--- src/rtl/mem_ctrl_pkg.sv ---
// Shared definitions for the byte-sequencing memory controller: state
// encodings, access-length codes and the constants used across the pipeline.
package mem_ctrl_pkg;

  typedef enum logic [1:0] {
    ST_IDLE   = 2'd0,
    ST_IF_RD  = 2'd1,
    ST_MEM_RD = 2'd2,
    ST_MEM_WR = 2'd3
  } state_t;

  localparam logic [1:0] LEN_BYTE = 2'd0;
  localparam logic [1:0] LEN_HALF = 2'd1;
  localparam logic [1:0] LEN_WORD = 2'd3;

  localparam int RAM_DATA_W = 8;

  localparam logic [31:0] ZERO_WORD = 32'h0000_0000;
  localparam logic        ENABLE    = 1'b1;
  localparam logic        DISABLE   = 1'b0;

  // Byte count for a mem_len code; the unused code 2 is treated as a word.
  function automatic logic [2:0] len_to_bytes(input logic [1:0] len);
    case (len)
      LEN_BYTE: return 3'd1;
      LEN_HALF: return 3'd2;
      default:  return 3'd4;
    endcase
  endfunction

endpackage

--- src/rtl/mem_ctrl.sv ---
// Single-port memory controller/arbiter. Shares one byte-wide synchronous RAM
// between instruction fetch and load/store, splitting each access into
// consecutive byte cycles and assembling read data little-endian.
module mem_ctrl
  import mem_ctrl_pkg::*;
#(
  parameter int ADDR_W = 32,
  parameter int DATA_W = 32
) (
  input  logic                  clk,
  input  logic                  rst,
  input  logic                  rdy,
  input  logic                  if_req,
  input  logic [ADDR_W-1:0]     if_addr,
  output logic                  if_done,
  output logic [DATA_W-1:0]     if_data,
  input  logic                  mem_req,
  input  logic                  mem_we,
  input  logic [1:0]            mem_len,
  input  logic [ADDR_W-1:0]     mem_addr,
  input  logic [DATA_W-1:0]     mem_wdata,
  output logic                  mem_done,
  output logic [DATA_W-1:0]     mem_rdata,
  output logic                  stall_o,
  output logic [ADDR_W-1:0]     ram_a,
  output logic [RAM_DATA_W-1:0] ram_dout,
  output logic                  ram_wr,
  input  logic [RAM_DATA_W-1:0] ram_din
);

  state_t                  state_reg;
  logic [ADDR_W-1:0]       addr_reg;
  logic [DATA_W-1:0]       wdata_reg;
  logic [2:0]              n_reg;
  logic [2:0]              i_reg;
  logic [DATA_W-1:0]       asm_reg;
  logic [DATA_W-1:0]       asm_next;

  logic [ADDR_W-1:0]       ram_a_reg;
  logic [RAM_DATA_W-1:0]   ram_dout_reg;
  logic                    ram_wr_reg;
  logic                    if_done_reg;
  logic [DATA_W-1:0]       if_data_reg;
  logic                    mem_done_reg;
  logic [DATA_W-1:0]       mem_rdata_reg;

  // i counts byte cycles since the state was entered; the byte on ram_din
  // belongs to the address issued one cycle earlier, hence cap_idx = i - 1.
  logic [2:0]              i_inc;
  logic [1:0]              cap_idx;
  logic [1:0]              nxt_idx;
  logic [ADDR_W-1:0]       addr_nxt;

  assign i_inc    = i_reg + 3'd1;
  assign cap_idx  = i_reg[1:0] - 2'd1;
  assign nxt_idx  = i_reg[1:0] + 2'd1;
  assign addr_nxt = addr_reg + ADDR_W'(i_inc);

  assign ram_a     = ram_a_reg;
  assign ram_dout  = ram_dout_reg;
  assign ram_wr    = ram_wr_reg & rdy;
  assign if_done   = if_done_reg;
  assign if_data   = if_data_reg;
  assign mem_done  = mem_done_reg;
  assign mem_rdata = mem_rdata_reg;
  assign stall_o   = mem_req & ~mem_done_reg;

  // Merge the byte currently on ram_din into the assembly buffer.
  always_comb begin
    asm_next = asm_reg;
    if (i_reg != 3'd0) begin
      asm_next[{cap_idx, 3'b000} +: RAM_DATA_W] = ram_din;
    end
  end

  // Arbitration, byte sequencing and registered outputs.
  always_ff @(posedge clk) begin
    if (rst) begin
      state_reg     <= ST_IDLE;
      addr_reg      <= '0;
      wdata_reg     <= ZERO_WORD;
      n_reg         <= 3'd0;
      i_reg         <= 3'd0;
      asm_reg       <= ZERO_WORD;
      ram_a_reg     <= '0;
      ram_dout_reg  <= '0;
      ram_wr_reg    <= DISABLE;
      if_done_reg   <= DISABLE;
      if_data_reg   <= ZERO_WORD;
      mem_done_reg  <= DISABLE;
      mem_rdata_reg <= ZERO_WORD;
    end else if (rdy) begin
      if_done_reg  <= DISABLE;
      mem_done_reg <= DISABLE;
      case (state_reg)
        ST_IDLE: begin
          // A port whose done is still high is not re-accepted.
          if (mem_req && !mem_done_reg) begin
            addr_reg  <= mem_addr;
            wdata_reg <= mem_wdata;
            n_reg     <= len_to_bytes(mem_len);
            i_reg     <= 3'd0;
            asm_reg   <= ZERO_WORD;
            ram_a_reg <= mem_addr;
            if (mem_we) begin
              state_reg    <= ST_MEM_WR;
              ram_dout_reg <= mem_wdata[RAM_DATA_W-1:0];
              ram_wr_reg   <= ENABLE;
            end else begin
              state_reg <= ST_MEM_RD;
            end
          end else if (if_req && !if_done_reg) begin
            addr_reg  <= if_addr;
            n_reg     <= 3'd4;
            i_reg     <= 3'd0;
            asm_reg   <= ZERO_WORD;
            ram_a_reg <= if_addr;
            state_reg <= ST_IF_RD;
          end
        end

        ST_IF_RD, ST_MEM_RD: begin
          if (state_reg == ST_IF_RD && !if_req) begin
            // Fetch flushed by the pipeline: drop it silently.
            state_reg <= ST_IDLE;
            i_reg     <= 3'd0;
            asm_reg   <= ZERO_WORD;
            ram_a_reg <= '0;
          end else begin
            asm_reg <= asm_next;
            if (i_reg == n_reg) begin
              state_reg <= ST_IDLE;
              i_reg     <= 3'd0;
              ram_a_reg <= '0;
              if (state_reg == ST_IF_RD) begin
                if_done_reg <= ENABLE;
                if_data_reg <= asm_next;
              end else begin
                mem_done_reg  <= ENABLE;
                mem_rdata_reg <= asm_next;
              end
            end else begin
              i_reg     <= i_inc;
              ram_a_reg <= (i_inc < n_reg) ? addr_nxt : '0;
            end
          end
        end

        ST_MEM_WR: begin
          if (i_inc == n_reg) begin
            state_reg    <= ST_IDLE;
            i_reg        <= 3'd0;
            ram_a_reg    <= '0;
            ram_dout_reg <= '0;
            ram_wr_reg   <= DISABLE;
            mem_done_reg <= ENABLE;
          end else begin
            i_reg        <= i_inc;
            ram_a_reg    <= addr_nxt;
            ram_dout_reg <= wdata_reg[{nxt_idx, 3'b000} +: RAM_DATA_W];
          end
        end

        default: state_reg <= ST_IDLE;
      endcase
    end
  end

endmodule

--- config.mk ---
export PLATFORM = sky130hd
export DESIGN_NAME = mem_ctrl
export DESIGN_NICKNAME = d
export VERILOG_FILES = /design/src/rtl/mem_ctrl_pkg.sv /design/src/rtl/mem_ctrl.sv
export SDC_FILE = /design/constraint.sdc
export NUM_CORES = 1
export LEC_CHECK = 0
export ABC_AREA = 0
export BUFFER_PORTS_ARGS = -buffer_cell sky130_fd_sc_hd__buf_2
export CAP_MARGIN = 25
export CORE_AREA = 2 2 179 128
export CTS_CLUSTER_SIZE = 40
export DETAILED_ROUTE_END_ITERATION = 12
export DIE_AREA = 0 0 181 130
export HOLD_SLACK_MARGIN = 0.12
export PLACE_DENSITY_LB_ADDON = 0.3
export SLEW_MARGIN = 15
export SYNTH_ARGS = -nofsm -noshare
export SYNTH_HDL_FRONTEND = slang
export SYNTH_SLANG_ARGS = --single-unit
--- constraint.sdc ---
create_clock -name clk -period 4.5 [get_ports clk]
set_input_delay 0.225 -clock clk [delete_from_list [all_inputs] [get_ports clk]]
set_output_delay 0.225 -clock clk [all_outputs]
set_load 0.05 [all_outputs]
==> metrics.log <==
INFO  metric run_status = finished clean
INFO  metric mostFrequentLayoutCell = buf_2
INFO  metric place_congestion = roughly 0.86
INFO  metric drive_above_1_share = between 20% and 30%
INFO  metric timing.final.hold_violations = 0
INFO  metric timing_worst_setup_path_type = reg -> reg
INFO  metric crit_required = about 5.0 ns
INFO  metric io_buffers = roughly 220
INFO  metric dpl.hpwl = 19300 µm
INFO  metric antenna_found_initial = 1
INFO  metric avgRoutedWirePerCell = ~17 µm
INFO  metric numCtsBuffers = 23
INFO  metric reg2regPathDepth = 9
INFO  metric overflow = 0
INFO  metric grt_first_pass_wirelength = 44700 µm
INFO  metric grt_pass1_vias = about 8500
INFO  metric netlist_area = a little under 10000 µm²
INFO  metric clk_pin_slew_worst_setup_hold_paths = roughly 0.06 ns
INFO  metric gr-usage-all-layers = a little under a quarter
INFO  metric critPathCaptureType = flip-flop
INFO  metric cts_sinks = between 200 and 250
INFO  metric holdBufCountCts = 58
INFO  metric ctsResizeCount = 0
INFO  metric syn_avg_cell_area = around 8.5 µm²
INFO  metric clockBufferDepth = 3
INFO  metric ys_types = 53
INFO  metric crit_path_top_delay_cell = o2111ai_1
INFO  metric timing.critical_path.cells = inv_1 > ha_1 > inv_1 > fa_1 > nor2b_1 > o2111ai_1 > or3_1 > a21oi_1 > o221a_2
INFO  metric synth-main-ff-cell = dfxtp_1
INFO  metric postSynthRegisterBits = 211
INFO  metric violation_count_after_the_first_detailed_route_iteration = 704
INFO  metric final_cell_mix = buf_2 (218), dfxtp_1 (211), nor2_1 (147)
INFO  metric cts.root.buffer_cell = clkbuf_16
INFO  metric fillerInstances = between 2000 and 2500
INFO  metric placement.setup.worst_slack = ~1.4 ns
INFO  metric drc = 0
INFO  metric setup_violations = 0
INFO  metric finish.net_count = 1502
INFO  metric max-slew-margin-rel = around a third
INFO  metric routed_wl = 28700 µm
INFO  metric worstPathArrival = ~3.7 ns
INFO  metric max_cap_violations = 0
INFO  metric fin_worst_skew = 0.0113 ns
INFO  metric fp-row-count = 46
INFO  metric cts_post_setup_buffers_inserted = 0
INFO  metric hold-path-cell-count = 3
INFO  metric htree_levels = 1
INFO  metric viasPerCell = about 5.5
INFO  metric grt_max_degree = between 100 and 150
INFO  metric syn_to_final_growth = 27.6%
INFO  metric die-area = 23500 µm²
INFO  metric worst_hold_slack = roughly 0.13 ns
INFO  metric timing.setup.tns = 0 ns
INFO  metric layout_min_cycle_time = 3.23 ns
INFO  metric synth_edf_count = 0
INFO  metric detailedRoute.firstPassIterationCount = 5
INFO  metric floorplan.initialDensity = 43.7%
INFO  metric post-route-period-util = 71.7%
INFO  metric postSynth.asyncResetShare = 0%
INFO  metric die_height = about 130 µm
INFO  metric cellPowerDensity = 400 nW/µm²
INFO  metric clk-insertion-delay-late = ~0.52 ns
INFO  metric critical-path-max-stage-delay = about 0.50 ns
INFO  metric yosys_warnings = 0
INFO  metric worst_hold_path_type = in -> reg
INFO  metric core_area = between 20000 and 25000 µm²
INFO  metric tightestPinTransition = approximately 0.98 ns
INFO  metric startpoint_kind_of_the_worst_setup_timing_path = flip-flop
INFO  metric final_design_area_no_fill = ~12000 µm²
INFO  metric critical-path-top-cell-by-count = inv_1
INFO  metric syn-num-nets = roughly 1300
INFO  metric tritoncts_clock_tree = done
INFO  metric finalWorstSetupSlack = roughly 1.3 ns
INFO  metric final_max_slew_viol_count = 0
INFO  metric ys_seq_area_share = 43.7%
INFO  metric via_count = roughly 9300
INFO  metric io-pin-count = between 200 and 250
INFO  metric postSynthCellCount = 1142
INFO  metric worstPathMaxFanout = 9
INFO  metric irDropWorstVdd = around 0.23 mV
INFO  metric setup_repair_after_global_routing_missed_its_margin = false
INFO  metric max_clock_freq = 310 MHz
INFO  metric post_route_antenna_net_violation_count = 0
INFO  metric dpl_cell_area = ~11000 µm²
INFO  metric leakage = about 5.0 nW
INFO  metric fp.dieW = 181 µm
[synthesized netlist by cell type, types with 11 or more instances]
cell type / count / area share, %
a211oi_1: 96 / 7.5
a21oi_1: 113 / 5.9
a22oi_1: 11 / 0.86
buf_2: 17 / 0.88
clkbuf_1: 65 / 2.5
dfxtp_1: 211 / 44
ha_1: 16 / 2.1
inv_1: 17 / 0.66
mux2i_1: 46 / 4.8
nand2_1: 133 / 5.2
nand2b_1: 21 / 1.4
nand3_1: 18 / 0.93
nor2_1: 149 / 5.8
o21ai_0: 49 / 2.5
or3_1: 37 / 2.4
[final timing paths]
path,slack [ns],end,startpoint
worst max-delay path,1.27,ram_a[24]$_SDFFE_PP0P_,i_reg[1]$_SDFFE_PP0P_
worst min-delay path,0.13,addr_reg[29]$_SDFFE_PP0P_,if_addr[29]
worst max register to register,1.27,ram_a[24]$_SDFFE_PP0P_,i_reg[1]$_SDFFE_PP0P_
worst min register to register,0.45,asm_reg[26]$_SDFFE_PP0P_,asm_reg[26]$_SDFFE_PP0P_
[cells by family after synthesis]
family	count (synthesis)	synth area share, %
AOI/OAI and AO/OA	334	22.6
xor gates and xnor gates	16	1.45
adders and majority gates	17	2.28
buffers and inverters	106	4.34
DFF	211	43.7
muxes	54	6.63
and+or+nand+nor	404	19.0
[power by group]
group / internal [W] / leakage (nW) / switching [W]
Sequential: 0.00198 / 1.72 / 0.0000942
Combinational: 0.000281 / 2.84 / 0.000601
Clock: 0.00119 / 0.392 / 0.000787
Total: 0.00345 / 4.95 / 0.00148
[critical path: cells and delay by family (launching register included)]
kind	cells	cell delay (ns)
and+or+nand+nor	2	0.91
AOI/OAI and AO/OA	3	0.84
adders and majority gates	2	0.78
DFF	1	0.44
buffers and inverters	2	0.18
[per-stage QoR]
step	cells	utilization (%)	total power (W)
2_1_floorplan	1142	-	0.00269
3_3_place_gp	1575	49.4	0.00293
3_5_place_dp	1577	49.5	0.00295
4_1_cts	1676	55.7	0.00496
5_1_grt	1678	55.8	0.00512
6_report	1678	55.8	0.00493
[area by class of cell]
| class | count | area [µm²] | share of cell area [%] |
|---|---|---|---|
| multi-input cells | 825 | 5070 | 41.1 |
| inverters | 19 | 71.3 | 0.579 |
| clock buffers | 30 | 642 | 5.21 |
| repair buffers | 293 | 1810 | 14.7 |
| clock inverters | 11 | 151 | 1.23 |
| well taps | 288 | 360 | 2.92 |
| flip-flops and latches | 211 | 4220 | 34.3 |
| diodes | 1 | 2.50 | 0.0203 |
[metal layers]
metal  GRT usage [%]  vias to the layer above  wire length [µm]
li1                -                     4594                 -
met1            33.0                     4372             13800
met2            36.8                      295             12600
met3            3.99                       47              1730
met4            6.89                        0               559
met5               0                        -                 0
Note: power is estimated with default switching activity, not from simulation.
